## config.mk

```make
export PLATFORM = sky130hd
export DESIGN_NAME = hazard_stall_ctrl_flat
export DESIGN_NICKNAME = d
export VERILOG_FILES = /design/src/rtl/hazard_stall_ctrl_pkg.sv /design/src/rtl/hazard_stall_ctrl_if.sv /design/src/rtl/hazard_detect.sv /design/src/rtl/hazard_stall_ctrl.sv /design/src/flat_wrapper.sv
export SDC_FILE = /design/constraint.sdc
export NUM_CORES = 1
export LEC_CHECK = 0
export ABC_AREA = 0
export BUFFER_PORTS_ARGS = -buffer_cell sky130_fd_sc_hd__buf_2
export CAP_MARGIN = 25
export CORE_AREA = 2 2 98 53
export DETAILED_ROUTE_END_ITERATION = 6
export DIE_AREA = 0 0 100 55
export PLACE_DENSITY = 0.87
export SLEW_MARGIN = 20
export SYNTH_ARGS = -nofsm -noshare
export SYNTH_HDL_FRONTEND = slang
export SYNTH_SLANG_ARGS = --single-unit
```

## constraint.sdc

```tcl
create_clock -name clk -period 2.1 [get_ports clk]
set_input_delay 0.525 -clock clk [delete_from_list [all_inputs] [get_ports clk]]
set_output_delay 0.525 -clock clk [all_outputs]
set_load 0.01 [all_outputs]
```

## src/rtl/hazard_stall_ctrl_pkg.sv

```systemverilog
// Package hazard_pkg: shared types and constants for the hazard/stall sequencer.
//   state_e     : sequencer state encoding (RUN, FLUSH, MEM_WAIT)
//   OP..AUIPC   : RV32 base opcodes needed to decide which source registers an
//                 instruction actually reads
package hazard_pkg;

    typedef enum logic [1:0] {
        RUN      = 2'd0,
        FLUSH    = 2'd1,
        MEM_WAIT = 2'd2
    } state_e;

    localparam logic [6:0] OP     = 7'b0110011;
    localparam logic [6:0] OP_IMM = 7'b0010011;
    localparam logic [6:0] LOAD   = 7'b0000011;
    localparam logic [6:0] STORE  = 7'b0100011;
    localparam logic [6:0] BRANCH = 7'b1100011;
    localparam logic [6:0] JAL    = 7'b1101111;
    localparam logic [6:0] JALR   = 7'b1100111;
    localparam logic [6:0] LUI    = 7'b0110111;
    localparam logic [6:0] AUIPC  = 7'b0010111;

endpackage

```

## src/rtl/hazard_stall_ctrl_if.sv

```systemverilog
// Interface hazard_stall_ctrl_if: pipeline <-> hazard sequencer signal bundle.
//   master modport (pipeline side): drives IF/ID instruction, ID/EX load info,
//     branch resolution and data-memory busy; receives the control enables.
//   slave modport (sequencer side): the reverse.
//   Controls: pc_write, if_id_write, if_id_flush, id_ex_bubble, pipe_freeze,
//     mem_timeout_err, stall_cycles[31:0], flush_cycles[31:0].
interface hazard_stall_ctrl_if;

    logic [31:0] if_id_instr;
    logic        id_ex_mem_read;
    logic [4:0]  id_ex_rd;
    logic        branch_taken;
    logic        dmem_busy;

    logic        pc_write;
    logic        if_id_write;
    logic        if_id_flush;
    logic        id_ex_bubble;
    logic        pipe_freeze;
    logic        mem_timeout_err;
    logic [31:0] stall_cycles;
    logic [31:0] flush_cycles;

    modport master (
        output if_id_instr, id_ex_mem_read, id_ex_rd, branch_taken, dmem_busy,
        input  pc_write, if_id_write, if_id_flush, id_ex_bubble, pipe_freeze,
               mem_timeout_err, stall_cycles, flush_cycles
    );

    modport slave (
        input  if_id_instr, id_ex_mem_read, id_ex_rd, branch_taken, dmem_busy,
        output pc_write, if_id_write, if_id_flush, id_ex_bubble, pipe_freeze,
               mem_timeout_err, stall_cycles, flush_cycles
    );

endinterface

```

## src/rtl/hazard_detect.sv

```systemverilog
// Module hazard_detect: combinational load-use hazard compare.
//   instr    in  32  instruction held in IF/ID
//   mem_read in  1   ID/EX instruction is a load
//   rd       in  5   ID/EX destination register
//   hazard   out 1   IF/ID instruction reads the register the load is writing
module hazard_detect
    import hazard_pkg::*;
(
    input  logic [31:0] instr,
    input  logic        mem_read,
    input  logic [4:0]  rd,
    output logic        hazard
);

    logic [6:0] opcode;
    logic [4:0] rs1;
    logic [4:0] rs2;
    logic       uses_rs1;
    logic       uses_rs2;
    logic       unused_bits;

    assign opcode      = instr[6:0];
    assign rs1         = instr[19:15];
    assign rs2         = instr[24:20];
    assign unused_bits = ^{instr[31:25], instr[14:7]};

    // Only a field the instruction really reads can create a hazard;
    // U/J-type encodings put immediate bits where rs1/rs2 would be.
    always_comb begin
        uses_rs1 = 1'b1;
        uses_rs2 = 1'b0;
        case (opcode)
            LUI, AUIPC, JAL:   uses_rs1 = 1'b0;
            OP, STORE, BRANCH: uses_rs2 = 1'b1;
            default:           ;
        endcase
    end

    assign hazard = mem_read && (rd != 5'd0) &&
                    ((uses_rs1 && (rd == rs1)) || (uses_rs2 && (rd == rs2)));

endmodule

```

## src/rtl/hazard_stall_ctrl.sv

```systemverilog
// Module hazard_stall_ctrl: pipeline hazard/stall sequencer for the 5-stage core.
//   clk    in  clock, rising edge
//   reset  in  asynchronous, active-high
//   bus    slave modport of hazard_stall_ctrl_if (instruction/load/branch/busy in,
//          PC/IF-ID/ID-EX/freeze controls, sticky timeout error, perf counts out)
// Priority in every state: dmem_busy > branch_taken > load-use.
// Build option: define HAZARD_PERF_EN to enable the 32-bit stall/flush cycle
// counters; otherwise stall_cycles and flush_cycles read as zero.
module hazard_stall_ctrl
    import hazard_pkg::*;
#(
    parameter int unsigned FLUSH_CYCLES = 2,
    parameter int unsigned MEM_TIMEOUT  = 255,
    parameter int unsigned CNT_W        = 8
) (
    input  logic                clk,
    input  logic                reset,
    hazard_stall_ctrl_if.slave  bus
);

    localparam logic [CNT_W-1:0] FLUSH_INIT = CNT_W'(FLUSH_CYCLES - 1);
    localparam logic [CNT_W-1:0] TIMEOUT    = CNT_W'(MEM_TIMEOUT);
    localparam logic [CNT_W-1:0] CNT_ONE    = CNT_W'(1);

    state_e           state_q, state_d;
    logic [CNT_W-1:0] flush_cnt_q, flush_cnt_d;
    logic [CNT_W-1:0] wait_cnt_q, wait_cnt_d;
    logic             err_q, err_d;

    logic hazard;
    logic run_like;
    logic pc_write, if_id_write, if_id_flush, id_ex_bubble, pipe_freeze;

    hazard_detect u_detect (
        .instr    (bus.if_id_instr),
        .mem_read (bus.id_ex_mem_read),
        .rd       (bus.id_ex_rd),
        .hazard   (hazard)
    );

    // MEM_WAIT with memory ready behaves exactly like RUN in the same cycle.
    assign run_like = (state_q != FLUSH) && !((state_q == MEM_WAIT) && bus.dmem_busy);

    always_ff @(posedge clk or posedge reset) begin
        if (reset) begin
            state_q     <= RUN;
            flush_cnt_q <= '0;
            wait_cnt_q  <= '0;
            err_q       <= 1'b0;
        end else begin
            state_q     <= state_d;
            flush_cnt_q <= flush_cnt_d;
            wait_cnt_q  <= wait_cnt_d;
            err_q       <= err_d;
        end
    end

    always_comb begin
        state_d     = state_q;
        flush_cnt_d = flush_cnt_q;
        wait_cnt_d  = wait_cnt_q;
        err_d       = err_q;
        if (run_like) begin
            if (bus.dmem_busy) begin
                state_d    = MEM_WAIT;
                wait_cnt_d = CNT_ONE;
            end else if (bus.branch_taken && (FLUSH_CYCLES > 1)) begin
                state_d     = FLUSH;
                flush_cnt_d = FLUSH_INIT;
            end else begin
                state_d = RUN;
            end
        end else if (state_q == FLUSH) begin
            // A busy memory pauses the flush countdown.
            if (!bus.dmem_busy) begin
                flush_cnt_d = flush_cnt_q - CNT_ONE;
                if (flush_cnt_q == CNT_ONE) begin
                    state_d = RUN;
                end
            end
        end else begin
            // MEM_WAIT, still busy: saturate and flag the timeout.
            if (wait_cnt_q == TIMEOUT) begin
                err_d = 1'b1;
            end else begin
                wait_cnt_d = wait_cnt_q + CNT_ONE;
            end
        end
    end

    always_comb begin
        pc_write     = 1'b1;
        if_id_write  = 1'b1;
        if_id_flush  = 1'b0;
        id_ex_bubble = 1'b0;
        pipe_freeze  = 1'b0;
        if (reset) begin
            pc_write     = 1'b0;
            if_id_write  = 1'b0;
            if_id_flush  = 1'b1;
            id_ex_bubble = 1'b1;
        end else if (bus.dmem_busy) begin
            pc_write    = 1'b0;
            if_id_write = 1'b0;
            pipe_freeze = 1'b1;
        end else if ((state_q == FLUSH) || bus.branch_taken) begin
            if_id_flush  = 1'b1;
            id_ex_bubble = 1'b1;
        end else if (hazard) begin
            pc_write     = 1'b0;
            if_id_write  = 1'b0;
            id_ex_bubble = 1'b1;
        end
    end

    assign bus.pc_write        = pc_write;
    assign bus.if_id_write     = if_id_write;
    assign bus.if_id_flush     = if_id_flush;
    assign bus.id_ex_bubble    = id_ex_bubble;
    assign bus.pipe_freeze     = pipe_freeze;
    assign bus.mem_timeout_err = err_q;

`ifdef HAZARD_PERF_EN
    logic [31:0] stall_cnt_q, flushes_q;

    // Reset already holds both counters at zero, so reset cycles never count.
    always_ff @(posedge clk or posedge reset) begin
        if (reset) begin
            stall_cnt_q <= '0;
            flushes_q   <= '0;
        end else begin
            if (!pc_write) begin
                stall_cnt_q <= stall_cnt_q + 32'd1;
            end
            if (if_id_flush) begin
                flushes_q <= flushes_q + 32'd1;
            end
        end
    end

    assign bus.stall_cycles = stall_cnt_q;
    assign bus.flush_cycles = flushes_q;
`else
    assign bus.stall_cycles = 32'd0;
    assign bus.flush_cycles = 32'd0;
`endif

endmodule

```

## src/flat_wrapper.sv

```systemverilog
// flat-port wrapper written by rule: the top's interface ports become plain ports
module hazard_stall_ctrl_flat import hazard_pkg::*;
#(
    parameter int unsigned FLUSH_CYCLES = 2,
    parameter int unsigned MEM_TIMEOUT  = 255,
    parameter int unsigned CNT_W        = 8
)
  (clk, reset, bus_if_id_instr, bus_id_ex_mem_read, bus_id_ex_rd, bus_branch_taken, bus_dmem_busy, bus_pc_write, bus_if_id_write, bus_if_id_flush, bus_id_ex_bubble, bus_pipe_freeze, bus_mem_timeout_err, bus_stall_cycles, bus_flush_cycles);
  hazard_stall_ctrl_if bus_i ();
  input  logic clk;
  input  logic reset;
  input wire logic [$bits(bus_i.if_id_instr)-1:0] bus_if_id_instr;
  input wire logic [$bits(bus_i.id_ex_mem_read)-1:0] bus_id_ex_mem_read;
  input wire logic [$bits(bus_i.id_ex_rd)-1:0] bus_id_ex_rd;
  input wire logic [$bits(bus_i.branch_taken)-1:0] bus_branch_taken;
  input wire logic [$bits(bus_i.dmem_busy)-1:0] bus_dmem_busy;
  output wire logic [$bits(bus_i.pc_write)-1:0] bus_pc_write;
  output wire logic [$bits(bus_i.if_id_write)-1:0] bus_if_id_write;
  output wire logic [$bits(bus_i.if_id_flush)-1:0] bus_if_id_flush;
  output wire logic [$bits(bus_i.id_ex_bubble)-1:0] bus_id_ex_bubble;
  output wire logic [$bits(bus_i.pipe_freeze)-1:0] bus_pipe_freeze;
  output wire logic [$bits(bus_i.mem_timeout_err)-1:0] bus_mem_timeout_err;
  output wire logic [$bits(bus_i.stall_cycles)-1:0] bus_stall_cycles;
  output wire logic [$bits(bus_i.flush_cycles)-1:0] bus_flush_cycles;
  assign bus_i.if_id_instr = bus_if_id_instr;
  assign bus_i.id_ex_mem_read = bus_id_ex_mem_read;
  assign bus_i.id_ex_rd = bus_id_ex_rd;
  assign bus_i.branch_taken = bus_branch_taken;
  assign bus_i.dmem_busy = bus_dmem_busy;
  assign bus_pc_write = bus_i.pc_write;
  assign bus_if_id_write = bus_i.if_id_write;
  assign bus_if_id_flush = bus_i.if_id_flush;
  assign bus_id_ex_bubble = bus_i.id_ex_bubble;
  assign bus_pipe_freeze = bus_i.pipe_freeze;
  assign bus_mem_timeout_err = bus_i.mem_timeout_err;
  assign bus_stall_cycles = bus_i.stall_cycles;
  assign bus_flush_cycles = bus_i.flush_cycles;
  hazard_stall_ctrl #(.FLUSH_CYCLES(FLUSH_CYCLES), .MEM_TIMEOUT(MEM_TIMEOUT), .CNT_W(CNT_W)) u_core (.clk(clk), .reset(reset), .bus(bus_i));
endmodule
```

Word level (Yosys, flattened, before mapping). Cells that the tools add are included.

Register bits after elaboration: 19. Bits in latches: 0. Bits in writable memories: 0. ROM bits: 0. Input port bits: 42. Output and inout bits: 70. Word-level logic and storage cells: 76. Memories kept: 0.

Add/sub/neg operators: 2. Multiply operators: 0. Divide/modulo/power cells: 0. Magnitude comparators: 0. Equal/unequal tests: 20. Shift operators: 0. Multiplexer cells: 30. Bitwise logic cells: 2. Reductions and logical operators: 18.

Operators by type and width (number): 2-to-1 mux 8 bit (9); == test 7 x 6 -> 1 bit, second input constant (3); 2-to-1 mux 1 bit (16); == test 7 bit, second input constant (2); == test 5 bit (2); 2-to-1 mux 2 bit (5); AND reduction 3 bit (3); adder 8 x 1 -> 8 bit, second input constant (1); == test 8 x 1 -> 1 bit, second input constant (1); == test 8 bit, second input constant (1); inequality test 2 x 1 -> 1 bit, second input constant (4); inequality test 2 bit, second input constant (4); subtractor 8 x 1 -> 8 bit, second input constant (1); == test 7 x 5 -> 1 bit, second input constant (1); logical AND 1 bit (6); OR reduction 3 bit (2); nonzero test 5 bit (1); AND reduction 4 bit (1); nonzero test 2 bit (2); == test 2 x 1 -> 1 bit, second input constant (1); == test 2 bit, second input constant (1); logical OR 1 bit (2); inverter 1 bit (2); logical NOT 1 bit (1).

Longest topological paths before layout.
Word-level depth: 10. Mapped depth: 5. Gate-level depth less buffers: 5.

Modules after synthesis. From an unflattened synthesis, not the netlist that was laid out.

Cells, all modules: 207. Area, all modules: 1762.9 um2.

By module, submodules not included: hazard_stall_ctrl (times used 1, cells each 184, area an instance 1592.8 um2, seq. area each 475.5 um2); hazard_detect (times used 1, cells each 23, area an instance 170.2 um2, seq. area each 0.0 um2).

Worst setup path before layout. Ideal clock, no wire load.

Path kind: input to output. From: input bus_id_ex_rd[1]. To: output bus_pc_write. Arrival time: 1714 ps. Data required time: 1575 ps. Setup slack: -139 ps. Stages: 5. Buffers on the path: 1. Cell sequence: or4_1 -> o21a_1 -> o2111ai_1 -> and4_1 -> buf_4.

Longest elaborated chain between the ends: 8. Elaborated cells between the ends (all ways): 12. Those cells by class: eq/ne: 2; mux: 4; reduce/logical: 6.

RTL lines: start, declared (line flat_wrapper.sv:14) `input wire logic [$bits(bus_i.id_ex_rd)-1:0] bus_id_ex_rd;`; == test 5 bit (line hazard_detect.sv:40) `((uses_rs1 && (rd == rs1)) || (uses_rs2 && (rd == rs2)));`; logical AND 1 bit (line hazard_detect.sv:40); logical OR 1 bit (line hazard_detect.sv:40); logical AND 1 bit (*) (line hazard_detect.sv:39) `assign hazard = mem_read && (rd != 5'd0) &&`; 2-to-1 mux 1 bit (*) (4 in a row); end, declared (line flat_wrapper.sv:17) `output wire logic [$bits(bus_i.pc_write)-1:0] bus_pc_write;`.

Every way passes the cells marked *; elsewhere a longest branch is shown, timed or not.

Worst setup path after layout.
From: input bus_id_ex_rd[4]. To: output bus_if_id_write.

Longest elaborated chain between the ends: 8. Elaborated cells between the ends (all ways): 12. Those cells by class: eq/ne: 2; mux: 4; reduce/logical: 6.

RTL lines: == test 5 bit (line hazard_detect.sv:40); logical AND 1 bit (line hazard_detect.sv:40); logical OR 1 bit (line hazard_detect.sv:40); logical AND 1 bit (*) (line hazard_detect.sv:39); 2-to-1 mux 1 bit (*) (line hazard_stall_ctrl.sv:109) `end else if (hazard) begin`; 2-to-1 mux 1 bit (*) (line hazard_stall_ctrl.sv:106) `end else if ((state_q == FLUSH) || bus.branch_taken) begin`; 2-to-1 mux 1 bit (*) (line hazard_stall_ctrl.sv:102) `end else if (bus.dmem_busy) begin`; 2-to-1 mux 1 bit (*) (line hazard_stall_ctrl.sv:97) `if (reset) begin`; end, declared (line flat_wrapper.sv:18) `output wire logic [$bits(bus_i.if_id_write)-1:0] bus_if_id_write;`.

Marked as above.

==> flow_summary.ini <==
[clock_tree]
postCtsSetupRepairBufs = 0
numCtsBuffers = 3
cts_hold_repair.buffers = 0
clock_latency_on_the_worst_skew_pair_ns = 0.25
cts_buffer_depth = 2
root_buffer_cell = clkbuf_8
cts.sink_count = 19
clock_tree.htree_level_count = 1
cts_tree = built
clock_transition_time_at_the_flip_flop_clock_pins_of_the_worst_setup_and_hold_paths_ns = 0.07

[global_routing]
first_global_vias = 1169
grt_start_max_net_pins = 19
antenna_found_initial = 0
wire_length_of_the_first_global_routing_pass_um = 5300
grt_use_total = 0.121
globalRouteOverflowTotal = 0

[worst_setup_path]
type_of_destination_of_the_critical_path = primary output
worstSetupStartpointType = input port
r2r_start = u_core.wait_cnt_q[0]
r2r_end = u_core.wait_cnt_q[1]
worst_r2r_path_depth = 5
worst-r2r-setup-slack_ns = 0.49
worstSetupPathType = in -> out
crit_path_max_fanout = 4
crit_required_ns = 1.57
critical_path_arrival_ns = 1.81

[synth]
synthArstFlopShare = 1.00
synth.avg_cell_area_um2 = 8.53
post_synth_num_cell_types = 44
synthFlopType = dfrtp_1
synth_top_area_frac = 0.282
synth_largest_area_cell = buf_4
synthesis.area_um2 = 1760
ys_seq_elements = 19
ys_seq_area_frac = 0.271
synthCells = 206
post_synth_main_area_contributors = buf_4 28%, dfrtp_1 27%, xor2_1 6.5%, o21ai_0 3.4%, nand2_1 2.6%
synth-edff-count = 0
ys.warnings.count = 0

[detailed_routing]
route.detailed.wl_per_inst_um = 11.3
wl_um = 3430
route.vias.total = 1387
routed_via_density = 4.56
antenna_left = 0
initialDrtViolationCount = 126
detailedRoute.firstPassIterationCount = 4
remaining_drc_errors = 0

[power]
power.density_nw_per_um2 = 719
share_comb_of_total_power = 0.385
internal_power_uw = 815
switching_share = 0.394
psw_uw = 531
power.clock.fraction = 0.184
peakVddDrop_mv = 0.240
leakagePower_uw = 0.000940
power.sequential.fraction = 0.432

[placed_design]
dp_slack_ns = -0.247
numPortBuffers = 32
dp_hpwl_um = 2760
gp_routability_congestion = 0.791

[sta]
period_share = 1.11
setup_viol = 3
rsz0062_at_grt = yes
final.hold.worst_slack_ns = 0.154
max_slew_margin = 0.651
worst_slew_pin_slew_ns = 0.522
timing.final.max_slew_violations = 0
skew_ns = 0.00444
final_critical_path_setup_slack_ns = -0.237
maximum_clock_frequency_mhz = 428
layout_min_cycle_time_ns = 2.34
timing_hold_violations_final = 0

[outcome]
status = finished, violations left
failing_checks = negative setup slack

[flow_run]
maxCapViolations = 0

[layout]
drive_above_1_share = 0.221
syn2layout_area_growth_pct = 6.62
final_nets = 290
filler_cell_count_in_the_final_layout = 474
diode_count = 0

[die]
fp.dieArea_um2 = 5500
floorplan.rows = 18
io-pin-count = 112
die_width_um = 100
die_height_um = 55
core_um2 = 4680
start_util = 0.375

[hold_path]
hold_class = in -> async
## synthesized netlist by cell type (all sizes together), types with 3 or more instances
| master | instances |
|---|---|
| inv | 7 |
| or3 | 4 |
| nand4 | 4 |
| clkbuf | 3 |
| nand3 | 5 |
| xor2 | 13 |
| o211ai | 3 |
| dfrtp | 19 |
| nor3 | 6 |
| a21oi | 5 |
| nand2 | 12 |
| o2111ai | 5 |
| or4 | 3 |
| nor4 | 3 |
| nor2 | 9 |
| o21ai | 12 |
| buf | 66 |
| ha | 3 |
## worst max-delay path: stages
cell       delay [ns]
buf_6            0.09
or4_4            0.52
o21a_1           0.24
o2111ai_2        0.07
and4_4           0.26
buf_6            0.10
## logic make-up (layout without fill, tap and decap cells)
logic type               after synthesis  in the layout  share of synthesized area
XOR/XNOR                              13             13                     0.0648
AO/OA/AOI/OAI                         38             38                      0.147
buffers and inverters                 76             51                      0.309
AND/OR/NAND/NOR                       56             56                      0.184
other                                  1             64                    0.00213
flip-flops                            19             19                      0.271
adder cells (fa/ha/maj)                3              3                     0.0214
## timing repair
| item | 4_1_cts | 5_1_grt |
|---|---|---|
| pin swaps | 1 | 4 |
| gates resized for setup | 5 | 6 |
| endpoints found under the setup margin | 3 | 3 |
## sequential cells by signal, indices dropped and copies added (netlist names)
register and flops:
u_core.flush_cnt_q 8, u_core.wait_cnt_q 8, u_core.state_q 2, u_core.bus.mem_timeout_err 1
## final cells by class
cell class / instances / area [um^2] / area share
clock buffers: 4 / 45.0 / 0.0240
inverters: 7 / 26.3 / 0.0140
multi-input cells: 174 / 1000 / 0.534
flip-flops and latches: 19 / 475 / 0.254
well taps: 60 / 75.1 / 0.0401
repair buffers: 40 / 251 / 0.134
## layout by cell type (no fill, tap or decap), drive strengths merged, types with 2 or more instances in the layout
cell     Yosys  layout
inv          7       7
o21ai       12      12
or4          3       3
clkbuf       3       4
dfrtp       19      19
ha           3       3
nor3         6       6
conb         1      64
nor2b        2       2
nor2         9       9
or3          4       4
o2111ai      5       5
o211ai       3       3
xor2        13      13
buf         66      40
and4         2       2
nand4        4       4
a21oi        5       5
a22o         2       2
nand2       12      12
nor4         3       3
nand3        5       5
## metal layers
metal  GRT usage  share of wire
met3      0.0201          0.056
met4      0.0320              0
met5           0              0
met2       0.211           0.49
met1       0.162           0.46
## stage by stage
| stage | cells | setup TNS [ns] | area [um^2] | utilization | total power (uW) |
|---|---|---|---|---|---|
| 3_3_place_gp | 300 | -0.614 | 1770 | 0.379 | 1060 |
| 3_5_place_dp | 300 | -0.624 | 1770 | 0.379 | 1080 |
| 4_1_cts | 304 | -0.559 | 1840 | 0.394 | 1340 |
| 6_report | 304 | -0.620 | 1870 | 0.400 | 1350 |
| 2_1_floorplan | 269 | -0.109 | 2000 | - | 1020 |
| 5_1_grt | 304 | -0.733 | 1870 | 0.400 | 1450 |
## power by group through the flow
stage	clock [uW]	combinational, uW	sequential (uW)
final	247	518	581
after global routing	274	581	596
after floorplan	0	468	556
after CTS	255	506	579
after detailed placement	0	501	582
after global placement	0	480	576
## how the worst max path moves through the flow
stage                     from         endpoint  slack [ns]  cells past startpoint
2_1_floorplan  bus_id_ex_rd[1]     bus_pc_write       -0.11                      5
3_3_place_gp   bus_id_ex_rd[2]     bus_pc_write       -0.24                      6
3_5_place_dp   bus_id_ex_rd[2]  bus_if_id_write       -0.25                      6
4_1_cts        bus_id_ex_rd[1]  bus_if_id_write       -0.22                      6
5_1_grt        bus_id_ex_rd[4]  bus_if_id_write       -0.28                      6
6_report       bus_id_ex_rd[4]  bus_if_id_write       -0.24                      6
Note: power is estimated with default switching activity, not from simulation.
